File: config.mk
export PLATFORM = sky130hd
export DESIGN_NAME = bcd_bin_converter
export DESIGN_NICKNAME = d
export VERILOG_FILES = /design/src/rtl/bcd_bin_converter.sv
export SDC_FILE = /design/constraint.sdc
export NUM_CORES = 1
export LEC_CHECK = 0
export CORE_UTILIZATION = 57
export CTS_CLUSTER_SIZE = 25
export DETAILED_ROUTE_END_ITERATION = 10
export GPL_ROUTABILITY_DRIVEN = 0
export PLACE_DENSITY = 0.86
export SYNTH_ARGS = -nofsm -noshare
export SYNTH_HDL_FRONTEND = slang
export SYNTH_SLANG_ARGS = --single-unit
export TNS_END_PERCENT = 50
File: constraint.sdc
create_clock -name Clock -period 6.7 [get_ports Clock]
set_input_delay 2.01 -clock Clock [delete_from_list [all_inputs] [get_ports Clock]]
set_output_delay 2.01 -clock Clock [all_outputs]
set_load 0.005 [all_outputs]
File: src/rtl/bcd_bin_converter.sv
// bcd_bin_converter: iterative two-way binary/BCD converter.
// Mode 0 runs double-dabble (binary to BCD) and Mode 1 runs reverse
// double-dabble (BCD to binary). Each conversion takes one shift step
// per cycle, with a fixed latency of N cycles.
//
// Configuration macro: SIGNED_EN
//   Defined:   two's-complement V in Mode 0; SignIn applied in Mode 1.
//   Undefined: V is unsigned, Sign is constant 0 and SignIn is ignored.
//
// Ports:
//   Clock    in   rising-edge clock
//   Reset    in   synchronous active-high reset
//   Start    in   request, accepted only while Ready=1
//   Mode     in   0 = binary to BCD, 1 = BCD to binary
//   V        in   N-bit binary operand (Mode 0)
//   BcdIn    in   packed BCD operand (Mode 1), digit 0 in [3:0]
//   SignIn   in   sign of BcdIn (SIGNED_EN only)
//   Ready    out  idle, can accept Start
//   Done     out  one-cycle pulse, result registers updated
//   BCD      out  Mode 0 result
//   Bin      out  Mode 1 result
//   Sign     out  Mode 0 result sign
//   Overflow out  Mode 1 magnitude does not fit
//   Error    out  Mode 1 operand had a digit > 9

module bcd_bin_converter #(
    parameter int N = 16
) (
    input  logic                      Clock,
    input  logic                      Reset,
    input  logic                      Start,
    input  logic                      Mode,
    input  logic [N-1:0]              V,
    input  logic [4*((N+2)/3)-1:0]    BcdIn,
    input  logic                      SignIn,
    output logic                      Ready,
    output logic                      Done,
    output logic [4*((N+2)/3)-1:0]    BCD,
    output logic [N-1:0]              Bin,
    output logic                      Sign,
    output logic                      Overflow,
    output logic                      Error
);

    localparam int DIGITS = (N + 2) / 3;
    localparam int DW     = 4 * DIGITS;
    localparam int W      = DW + N;
    localparam int CW     = $clog2(N);

    localparam logic S_IDLE = 1'b0;
    localparam logic S_BUSY = 1'b1;

    localparam logic [N-1:0] ONE_N = {{(N-1){1'b0}}, 1'b1};

    // FSM and working state
    logic          r_state;
    logic [CW-1:0] r_cnt;
    logic          r_mode;
    logic          r_inv;
    logic          r_vsign;
    logic          r_sign_in;
    logic [W-1:0]  r_work;

    // Result registers
    logic          r_done;
    logic [DW-1:0] r_bcd;
    logic [N-1:0]  r_bin;
    logic          r_sign;
    logic          r_ovf;
    logic          r_err;

    // Combinational step and result logic
    logic [W-1:0]  w_m0_adj;
    logic [W-1:0]  w_m0;
    logic [W-1:0]  w_m1_sh;
    logic [W-1:0]  w_m1;
    logic [W-1:0]  w_next;
    logic          w_last;
    logic          w_inv;
    logic [N-1:0]  w_vmag;
    logic          w_vsign;
    logic [N-1:0]  w_res_bin;
    logic          w_resid;
    logic [N-1:0]  w_bin_out;
    logic          w_ovf;

    // Double-dabble step: correct the digits first, then shift left.
    // The MSB of the binary field carries into the LSB of digit 0.
    always_comb begin
        w_m0_adj = r_work;
        for (int d = 0; d < DIGITS; d++) begin
            if (r_work[N+4*d +: 4] >= 4'd5) begin
                w_m0_adj[N+4*d +: 4] = r_work[N+4*d +: 4] + 4'd3;
            end
        end
        w_m0 = w_m0_adj << 1;
    end

    // Reverse step: shift right first, then correct the digits.
    // The LSB of digit 0 falls into the MSB of the binary field.
    always_comb begin
        w_m1_sh = r_work >> 1;
        w_m1    = w_m1_sh;
        for (int d = 0; d < DIGITS; d++) begin
            if (w_m1_sh[N+4*d +: 4] >= 4'd8) begin
                w_m1[N+4*d +: 4] = w_m1_sh[N+4*d +: 4] - 4'd3;
            end
        end
    end

    assign w_next = r_mode ? w_m1 : w_m0;
    assign w_last = (r_cnt == CW'(N - 1));

    // Any digit above 9 in the incoming BCD operand
    always_comb begin
        w_inv = 1'b0;
        for (int d = 0; d < DIGITS; d++) begin
            if (BcdIn[4*d +: 4] > 4'd9) begin
                w_inv = 1'b1;
            end
        end
    end

    // Any digits left over after N right shifts mean mag >= 2^N
    assign w_res_bin = w_next[N-1:0];
    assign w_resid   = |w_next[W-1:N];

`ifdef SIGNED_EN
    // The most negative value maps onto 2^(N-1), which is still
    // representable as an N-bit unsigned magnitude.
    assign w_vsign   = V[N-1];
    assign w_vmag    = V[N-1] ? (~V) + ONE_N : V;
    assign w_bin_out = r_sign_in ? (~w_res_bin) + ONE_N : w_res_bin;
    // A negative result may reach 2^(N-1) exactly; a positive one may not
    assign w_ovf     = w_resid |
                       (r_sign_in ? (w_res_bin[N-1] & (|w_res_bin[N-2:0]))
                                  : w_res_bin[N-1]);
`else
    logic w_unused_sign;
    assign w_unused_sign = SignIn ^ r_sign_in;
    assign w_vsign       = 1'b0;
    assign w_vmag        = V;
    assign w_bin_out     = w_res_bin;
    assign w_ovf         = w_resid;
`endif

    always_ff @(posedge Clock) begin
        if (Reset) begin
            r_state   <= S_IDLE;
            r_cnt     <= '0;
            r_mode    <= 1'b0;
            r_inv     <= 1'b0;
            r_vsign   <= 1'b0;
            r_sign_in <= 1'b0;
            r_work    <= '0;
            r_done    <= 1'b0;
            r_bcd     <= '0;
            r_bin     <= '0;
            r_sign    <= 1'b0;
            r_ovf     <= 1'b0;
            r_err     <= 1'b0;
        end else begin
            r_done <= 1'b0;
            case (r_state)
                S_IDLE: begin
                    if (Start) begin
                        r_state <= S_BUSY;
                        r_cnt   <= '0;
                        r_mode  <= Mode;
                        r_vsign <= w_vsign;
`ifdef SIGNED_EN
                        r_sign_in <= SignIn;
`else
                        r_sign_in <= 1'b0;
`endif
                        if (Mode) begin
                            r_inv <= w_inv;
                            // An invalid operand still runs N steps,
                            // but on an all-zero register.
                            r_work <= w_inv ? '0 : {BcdIn, {N{1'b0}}};
                        end else begin
                            r_inv  <= 1'b0;
                            r_work <= {{DW{1'b0}}, w_vmag};
                        end
                    end
                end
                S_BUSY: begin
                    r_work <= w_next;
                    if (w_last) begin
                        r_state <= S_IDLE;
                        r_cnt   <= '0;
                        r_done  <= 1'b1;
                        if (!r_mode) begin
                            r_bcd  <= w_next[W-1:N];
                            r_bin  <= '0;
                            r_sign <= r_vsign;
                            r_ovf  <= 1'b0;
                            r_err  <= 1'b0;
                        end else if (r_inv) begin
                            r_bcd  <= '0;
                            r_bin  <= '0;
                            r_sign <= 1'b0;
                            r_ovf  <= 1'b0;
                            r_err  <= 1'b1;
                        end else begin
                            r_bcd  <= '0;
                            r_bin  <= w_bin_out;
                            r_sign <= 1'b0;
                            r_ovf  <= w_ovf;
                            r_err  <= 1'b0;
                        end
                    end else begin
                        r_cnt <= r_cnt + CW'(1);
                    end
                end
                default: r_state <= S_IDLE;
            endcase
        end
    end

    assign Ready    = (r_state == S_IDLE);
    assign Done     = r_done;
    assign BCD      = r_bcd;
    assign Bin      = r_bin;
    assign Sign     = r_sign;
    assign Overflow = r_ovf;
    assign Error    = r_err;

endmodule

==> metrics.txt, run 1 <==
status=complete, no violations; post-synthesis register bit count=90; Die Area=~0.009 mm²; Die Y=96.0 µm; top-count cell post-synth=dfxtp_1; Max FO, Critical Path=24; I/O Buffers=a little under 90; global-route wire length before repair=around 22,000 µm; Clock Latency Late Sink=around 0.37 ns; worst slew pin tran=1.08 ns; First-pass DRT Iterations=10; Sw Ratio=between 20 and 30%; setup bufs post-CTS=0; DP Cell Count=750; layout cells sized above 1=roughly 8.5%; CP Data Required Time=approximately 7 ns; total I/O pin count=90; Vias=~5k; CP Class=in2reg; max-cap viol count=0; Psw=0.303 mW; async set or reset register ratio after synthesis=0%; min cycle time layout=just over 4 ns; CP Capture Type=flop; setup violators final=0; Post-CTS Resized=0; CTS tree=done; DR WL/cell=about 18 µm; Cell Area, Synth=about 0.005 mm²; area grow syn2layout=20.5%; synth cell count leaders=dfxtp_1 (90), a21oi_1 (68), nor2_1 (68), nand2_1 (49); Syn Area/Cell=between 8 and 9 µm²; Non-Filler Instances=766; library cells used by synthesis=between 50 and 60; sequential share of the synthesized area=approximately 36%; Root Buffer=clkbuf_8; Mapped Nets=about 670; VDD IR max=around 0.12 mV; starting density of the core=between 60% and 70%; area leader, netlist=dfxtp_1; max_slew headroom=around 28%; share of power burned in registers=between 50% and 60%; YS warnings=0; Vias/cell=between 6 and 7; htree depth=3; P_leak=around 2.1 nW; FP Rows=33; Fin. Hold Viols=0; max frequency=~0.24 GHz; Slew Limit Fails=0; ranking of synthesized cells by area=dfxtp_1 (36%), ha_1 (7.0%), a21oi_1 (6.8%); Arr. time, crit path=roughly 4.4 ns; Post-synth EDFFs=0; chip width=96.0 µm; Hold Path Class=reg2reg; pwr dens=approximately 170 mW/mm²; hold-fix buffer count after cts=0; Clk pwr share=36.6%; Worst Skew=approximately 0.011 ns; HPWL Detailed=around 9000 µm; Clock transition at path regs=~0.10 ns; Routed WL=13,500 µm; ant diodes=0; Num CTS Buffers=9; post-synth top area share=between 30% and 40%; Detail Route Antenna Nets=0; post-synthesis cell count=about 600; Overflow after GRT=0; vias in the first global route=approximately 4.5k; RSZ-0062 raised after global routing=no; post-route clock period utilization=61.7%; core box area=between 0.008 and 0.009 mm²; Main synth FF type=dfxtp_1; Worst setup SP type=input pin; CTS Sinks=90; Final Net Count=729; GRT Util Overall=between 30% and 40%; DRT iter0 DRCs=approximately 480; combinational share of power=10.4%; initial antenna violation count=0; Int Pwr=0.741 mW; Clock Path Buffers=2; sum of negative setup slack=0 ns; largest net degree at the start of global routing=77; # DRC=0
power groups by stage:
| stage | registers, mW | clock network (mW) | logic [mW] |
|---|---|---|---|
| 2_1_floorplan | 0.559 | 0 | 0.0672 |
| 3_3_place_gp | 0.565 | 0 | 0.103 |
| 3_5_place_dp | 0.566 | 0 | 0.106 |
| 4_1_cts | 0.553 | 0.384 | 0.107 |
| 5_1_grt | 0.555 | 0.408 | 0.117 |
| 6_report | 0.554 | 0.382 | 0.108 |
placed cells by master (no fill, tap or decap), types with 6 or more instances in the layout:
cell	n
clkdlybuf4s50_1	86
nor2_1	67
mux2_2	19
a21oi_1	68
nand2b_1	8
clkbuf_8	9
a222oi_1	23
nor3_1	10
nor3b_1	16
a22o_1	15
dfxtp_1	88
a221oi_1	8
o21ai_0	25
a22oi_1	17
mux2i_1	7
ha_1	28
inv_1	21
nand3_1	6
buf_4	7
xnor2_1	11
nand2_1	49
state kept, by name, summed over array words and instances, names as in the netlist:
| register | flops |
|---|---|
| Error | 1 |
| BCD | 24 |
| Overflow | 1 |
| r_state | 1 |
| Bin | 16 |
| r_inv | 1 |
| r_cnt | 4 |
| r_work | 40 |
| r_mode | 1 |
| Done | 1 |
worst paths after layout:
| kind | from | endpoint | slack, ns | cells past startpoint |
|---|---|---|---|---|
| setup / recovery | Start | r_work[36] | 2.56 | 5 |
| hold reg to reg | BCD[1] | BCD[1] | 0.46 | 2 |
| hold / removal | BCD[1] | BCD[1] | 0.46 | 2 |
| setup reg to reg | r_mode | Overflow | 3.77 | 7 |
cell type report:
type / count / area, µm²
Inverter: 23 / 86.3
Clock inverter: 7 / 83.8
Clock buffer: 9 / 124
Multi-Input combinational cell: 438 / 2920
Fill cell: 643 / 2310
Tap cell: 105 / 131
Timing Repair Buffer: 94 / 918
Sequential cell: 90 / 1800
kinds of logic (layout without fill, tap and decap cells):
logic type | count (synthesis) | after routing | share of synthesized area [%]
AOI/OAI and AO/OA | 179 | 179 | 23.7
xor gates and xnor gates | 13 | 13 | 2.26
adders and majority gates | 28 | 28 | 6.96
buffers and inverters | 73 | 133 | 6.49
DFF | 90 | 90 | 35.8
muxes | 26 | 26 | 5.64
other | 1 | 1 | 0.0745
and+or+nand+nor | 191 | 191 | 19.1
per-stage QoR:
step | hold WS [ns] | setup slack (ns) | total power [mW] | utilization, % | area, µm²
2_1_floorplan | 0.448 | 3.40 | 0.626 | - | 5030
3_3_place_gp | 0.444 | 2.29 | 0.668 | 69.9 | 5860
3_5_place_dp | 0.446 | 2.22 | 0.672 | 69.9 | 5860
4_1_cts | 0.461 | 2.62 | 1.04 | 72.4 | 6070
5_1_grt | 0.501 | 2.41 | 1.08 | 72.4 | 6070
6_report | 0.460 | 2.56 | 1.04 | 72.4 | 6070
worst max-delay path, stage by stage:
cell,delay (ns)
clkdlybuf4s50_1,0.89
nand3_1,0.27
nor3_4,0.84
a22oi_1,0.18
a21oi_1,0.22
layer usage:
layer,wire (µm),vias up,global-route usage (%)
met5,0,-,0
met4,357,0,11.3
met3,1060,34,5.61
met2,6630,247,51.2
met1,5440,2308,37.5
li1,-,2293,-
(Power assumes the default switching activity.)
==> inputs of run 2 (changes only) <==
--- a/config.mk
+++ b/config.mk
@@ -5,11 +5,11 @@
 export SDC_FILE = /design/constraint.sdc
 export NUM_CORES = 1
 export LEC_CHECK = 0
-export CORE_UTILIZATION = 57
+export CORE_UTILIZATION = 48
 export CTS_CLUSTER_SIZE = 25
 export DETAILED_ROUTE_END_ITERATION = 10
 export GPL_ROUTABILITY_DRIVEN = 0
-export PLACE_DENSITY = 0.86
+export PLACE_DENSITY = 0.77
 export SYNTH_ARGS = -nofsm -noshare
 export SYNTH_HDL_FRONTEND = slang
 export SYNTH_SLANG_ARGS = --single-unit
==> constraint.sdc (replaced) <==
create_clock -name Clock -period 3.6 [get_ports Clock]
set_input_delay 1.08 -clock Clock [delete_from_list [all_inputs] [get_ports Clock]]
set_output_delay 1.08 -clock Clock [all_outputs]
set_load 0.005 [all_outputs]
==> run 2 against run 1 <==
Clock skew is essentially flat. Global-route usage down 5.5 points. Die area is 18% higher. Core utilization decreased by 12 points. Highest routed layer unchanged.
==> metrics.txt, run 2 (synthesis results as in run 1) <==
status=complete, no violations; Clock transition at path regs=0.10 ns (about the same); share of power burned in registers=53.4% (+0.4 points); max-cap viol count=0 (unchanged); Clock Path Buffers=2 (unchanged); max reg flops=40 (unchanged); htree depth=3 (unchanged); Psw=0.565 mW (+87%); HP Start=BCD[1]; Die Area=0.0109 mm² (+18%); pwr dens=316 mW/mm² (+84%); CP Class=reg2out; CP Data Required Time=2.52 ns (-4.47 ns); CTS Sinks=90 (unchanged); GRT Util Overall=24.6% (-5.5 points); global-route wire length before repair=21,700 µm (+0.74%); kind of cell adding the most delay to the critical path=flip-flops; Root Buffer=clkbuf_8; setup violators final=0 (unchanged); Total Power=1.95 mW (+86%); layout cells sized above 1=9.43% (+0.96 points); # DRC=0 (unchanged); starting density of the core=49.2% (-11 points); most frequent cells in the layout=dfxtp_1 (88), clkdlybuf4s50_1 (86), a21oi_1 (68); setup bufs post-CTS=0 (unchanged); max_slew headroom=42.5% (+15 points); post-route clock period utilization=between 70% and 80%; sum of negative setup slack=0 ns (unchanged); Routed WL=13,400 µm (-0.92%); total I/O pin count=90 (unchanged); RSZ-0062 raised after global routing=no; Max FO, Critical Path=21 (-13%); CTS tree=done; Clk pwr share=36.5% (about the same); min cycle time layout=roughly 2.7 ns; Fin. Hold Viols=0 (unchanged); core box area=0.0102 mm² (+22%); VDD IR max=0.202 mV (+62%); Slew Limit Fails=0 (unchanged); HPWL Detailed=9390 µm (+3.8%); CP bufs+invs=2 (+1); RR Startpoint=r_work[20]; Final Net Count=736 (+0.96%); DR WL/cell=16.6 µm (-5.6%); vias in the first global route=4,366 (-3.0%); largest net degree at the start of global routing=60 (-22%); max frequency=around 0.38 GHz; Post-CTS Resized=0 (unchanged); Clock Latency Late Sink=0.38 ns (about the same); Largest Register=r_work; Hold Path Class=reg2reg; worst slew pin tran=0.862 ns (-0.217 ns); Cell Chain, Critical Path=inv_2 -> clkdlybuf4s50_1; P_leak=2.16 nW (+1.3%); FP Rows=37 (+12%); Die Y=104 µm (+8.8%); area grow syn2layout=22.3%; Num CTS Buffers=9 (unchanged); Detail Route Antenna Nets=0 (unchanged); Sw Ratio=29.0% (about the same); Overflow after GRT=0 (unchanged); I/O Buffers=87 (unchanged); Arr. time, crit path=1.58 ns (-2.85 ns); combinational share of power=10.2% (-0.2 points); Worst Skew=0.0115 ns (+0.000379 ns); Int Pwr=1.38 mW (+86%); CP max-delay cell=dfxtp_2; chip width=104 µm (+8.8%); DRT iter0 DRCs=409 (-15%); First-pass DRT Iterations=5 (-5); Critical Path Source=r_state; Final WS setup=0.936 ns (-1.63 ns); CP Capture Type=output port; hold-fix buffer count after cts=0 (unchanged); ant diodes=0 (unchanged); max incr delay on CP=0.61 ns (-0.28 ns); Worst setup SP type=flop; initial antenna violation count=0 (unchanged); Placement Setup Slack=0.777 ns (-1.45 ns); most common cell after layout, fill and taps aside=dfxtp_1; Vias=4,788 (-1.9%); Vias/cell=5.96 (-6.6%)
## run 2: cell count changes in the layout (fill, tap and decap cells not counted), sizes merged
cell and change:
clkinv +1, buf +7, inv -1
## run 2: metrics by stage
step | std cells | instance area, µm² | util, % | hold WS, ns
after global routing | 804 | 6160 | 60.2 | 0.483
after floorplan | 601 | 5030 | - | 0.448
after CTS | 804 | 6160 | 60.2 | 0.461
after global placement | 788 | 5950 | 58.1 | 0.438
final | 804 | 6160 | 60.2 | 0.460
after detailed placement | 788 | 5950 | 58.1 | 0.450
## run 2: final timing paths
| kind | to | slack [ns] | cells past startpoint |
|---|---|---|---|
| hold reg to reg | BCD[1] | 0.46 | 2 |
| setup / recovery | Ready | 0.94 | 2 |
| hold / removal | BCD[1] | 0.46 | 2 |
| setup reg to reg | Overflow | 1.03 | 8 |
## run 2: layer usage
layer  up-vias  routed length [µm]  track usage [%]
met3        25                 843             3.45
met2       193                6350             40.4
met1      2257                5850             32.3
met4         0                 316             10.0
met5         -                   0                0
li1       2313                   -                -
## run 2: layout make-up
cell class	count	area (µm²)
fill	879	4080
multi-input combinational	438	2910
sequential	90	1800
timing repair buffer	101	971
tap	136	170
clock buffer	9	124
clock inverter	7	86.3
inverter	23	86.3
## run 2: worst reg2reg max path: cells and delay by family (launching register included)
family,cells,cell delay (ns)
buf+inv,1,0.14
flops,1,0.57
simple gates,4,1.06
compound gates,2,0.34
fa+ha+maj,1,0.33
## run 2: power by group through the flow
stage                     combinational [mW]  clock (mW)  sequential (mW)
final                                  0.198       0.710             1.04
after CTS                              0.195       0.723             1.04
after floorplan                        0.125           0             1.04
after global placement                 0.190           0             1.06
after global routing                   0.214       0.768             1.04
after detailed placement               0.194           0             1.06
==> inputs of run 3 (changes only) <==
--- a/config.mk
+++ b/config.mk
@@ -5,11 +5,11 @@
 export SDC_FILE = /design/constraint.sdc
 export NUM_CORES = 1
 export LEC_CHECK = 0
-export CORE_UTILIZATION = 48
+export CORE_UTILIZATION = 53
 export CTS_CLUSTER_SIZE = 25
 export DETAILED_ROUTE_END_ITERATION = 10
 export GPL_ROUTABILITY_DRIVEN = 0
-export PLACE_DENSITY = 0.77
+export PLACE_DENSITY = 0.8
 export SYNTH_ARGS = -nofsm -noshare
 export SYNTH_HDL_FRONTEND = slang
 export SYNTH_SLANG_ARGS = --single-unit
==> constraint.sdc (replaced) <==
create_clock -name Clock -period 2.5 [get_ports Clock]
set_input_delay 0.75 -clock Clock [delete_from_list [all_inputs] [get_ports Clock]]
set_output_delay 0.75 -clock Clock [all_outputs]
set_load 0.005 [all_outputs]
==> run 3 against run 2 <==
Cell count grew 0.75%. Routed wire length up 4.0%. Flip-flop and latch count stayed put. Design area up 1.8%. Sequential power grew 43%. Worst setup slack lost 0.78 ns. Critical path depth is 6 higher. Total power is 48% higher. Clock power is 54% higher. Register-to-register slack got worse by 0.88 ns. Worst hold slack improved by 0.0025 ns. Via count is 3.2% higher.
==> metrics.txt, run 3 (synthesis results as in run 1) <==
Die Y=99.5 µm (-4.7%); fin util=67.8% (+7.6 points); setup bufs post-CTS=0 (unchanged); Worst setup SP type=flop; Slew Limit Fails=0 (unchanged); FF/Latch Area=0.00180 mm² (unchanged); Die Area=0.00989 mm² (-9.3%); max-cap viol count=0 (unchanged); Top Usage Layer GRT=met2; FP Rows=35 (-5.4%); Post-CTS Resized=0 (unchanged); most frequent cells in the layout=dfxtp_1 (88), clkdlybuf4s50_1 (86), a21oi_1 (68); P_leak=2.23 nW (+3.4%); Global Route met3 Usage=3.94% (+0.49 points); Hold Path Class=reg2reg; worst slew pin tran=0.569 ns (-0.294 ns); starting density of the core=54.5% (+5.3 points); Final Net Count=749 (+1.8%); HPWL Detailed=9930 µm (+5.7%); ant diodes=0 (unchanged); DP Cell Count=794 (+0.76%); CP Class=reg2reg; # DRC=0 (unchanged); post-route clock period utilization=~94%; setup violators final=0 (unchanged); I/O Buffers=87 (unchanged); CTS Sinks=90 (unchanged); CP Capture Type=flop; htree depth=3 (unchanged); Num CTS Buffers=9 (unchanged); CP bufs+invs=1 (-1); sum of negative setup slack=0 ns (unchanged); Vias/cell=6.10 (+2.5%); Root Buffer=clkbuf_8; Clock Path Buffers=2 (unchanged); min cycle time layout=around 2.3 ns; Cell Chain, Critical Path=inv_1 -> ha_1 -> nand2b_1 -> or4b_1 -> a22oi_1 -> or4_1 -> nor4_2 -> a31oi_1; area grow syn2layout=24.5%; Non-Filler Instances=810 (+0.75%); Arr. time, crit path=2.63 ns (+1.05 ns); Worst Skew=0.0133 ns (+0.00177 ns); Final WS setup=0.153 ns (-0.783 ns); core box area=0.00924 mm² (-9.7%); VDD IR max=0.325 mV (+61%); GRT Util Overall=28.0% (+3.4 points); First-pass DRT Iterations=6 (+1); Overflow after GRT=0 (unchanged); global routing usage on met2=48.6% (+8.2 points); chip width=99.5 µm (-4.7%); CP Data Required Time=2.78 ns (+0.26 ns); vias in the first global route=4,518 (+3.5%); Detail Route Antenna Nets=0 (unchanged); hold-fix buffer count after cts=0 (unchanged); initial antenna violation count=0 (unchanged); Max FO, Critical Path=12 (-43%); Routed WL=13,900 µm (+4.0%); CP max-delay cell=dfxtp_1; Vias=4,943 (+3.2%); Fin. Hold Viols=0 (unchanged); Placement Setup Slack=0.00736 ns (-0.770 ns); pwr dens=460 mW/mm² (+45%); area occupied by multi-input gates=0.00291 mm² (unchanged); max frequency=roughly 0.43 GHz; DR WL/cell=17.2 µm (+3.2%); layout cells sized above 1=11.2% (+1.7 points); DRT iter0 DRCs=525 (+28%); GR Layer Usage met1=36.0% (+3.7 points); Largest Register=r_work; max incr delay on CP=0.63 ns (+0.02 ns); most common cell after layout, fill and taps aside=dfxtp_1; status=complete, no violations; FILL cells=778 (-11%); max_slew headroom=62.1% (+20 points); Clock transition at path regs=0.10 ns (about the same); total I/O pin count=90 (unchanged); max reg flops=40 (unchanged); global-route wire length before repair=22,200 µm (+2.4%); worst hold margin=0.463 ns (+0.00250 ns); CTS tree=done; kind of cell adding the most delay to the critical path=simple AND/OR/NAND/NOR gates; largest net degree at the start of global routing=53 (-12%); RSZ-0062 raised after global routing=no; Clock Latency Late Sink=0.36 ns (-0.02 ns)
==> run 3: cell count changes in the layout (fill, tap and decap cells not counted), sizes merged <==
cell and change:
inv +1, bufinv +1, clkinv -2, buf +13
==> run 3: stage by stage <==
stage / instance area, µm² / total power, mW
2_1_floorplan: 5030 / 1.68
3_3_place_gp: 6050 / 1.81
3_5_place_dp: 6050 / 1.82
4_1_cts: 6270 / 2.88
5_1_grt: 6270 / 2.97
6_report: 6270 / 2.88
==> run 3: cell type report <==
type	count	share of cell area [%]
multi-input combinational	438	46.5
sequential	90	28.8
timing repair buffer	114	17.3
tap	129	2.58
clock buffer	9	1.98
clock inverter	7	1.52
inverter	23	1.38
==> run 3: routing by layer <==
metal,wire length [µm],vias to the layer above,part of all wire [%]
met5,0,-,0
met4,245,0,1.8
met3,887,22,6.4
met2,6720,213,48
met1,6050,2367,44
li1,-,2341,-
==> run 3: path summary, 6_finish.rpt <==
path	from	endpoint	slack, ns	cells after the start
worst max register to register	r_work[24]	Overflow	0.15	8
worst max-delay path	r_work[24]	Overflow	0.15	8
worst min-delay path	BCD[1]	BCD[1]	0.46	2
worst min register to register	BCD[1]	BCD[1]	0.46	2
==> run 3: tightest hold or removal path: stages, from the launching register on <==
cell and delay [ns]:
dfxtp_1 0.32, nand2_1 0.05, a21oi_1 0.05
==> run 3: power breakdown <==
| part | leakage [nW] | switching, mW | internal (mW) | total (mW) |
|---|---|---|---|---|
| registers | 0.728 | 0.0355 | 1.45 | 1.49 |
| clock network | 0.111 | 0.594 | 0.492 | 1.09 |
| logic | 1.39 | 0.162 | 0.144 | 0.306 |
| total | 2.23 | 0.791 | 2.09 | 2.88 |
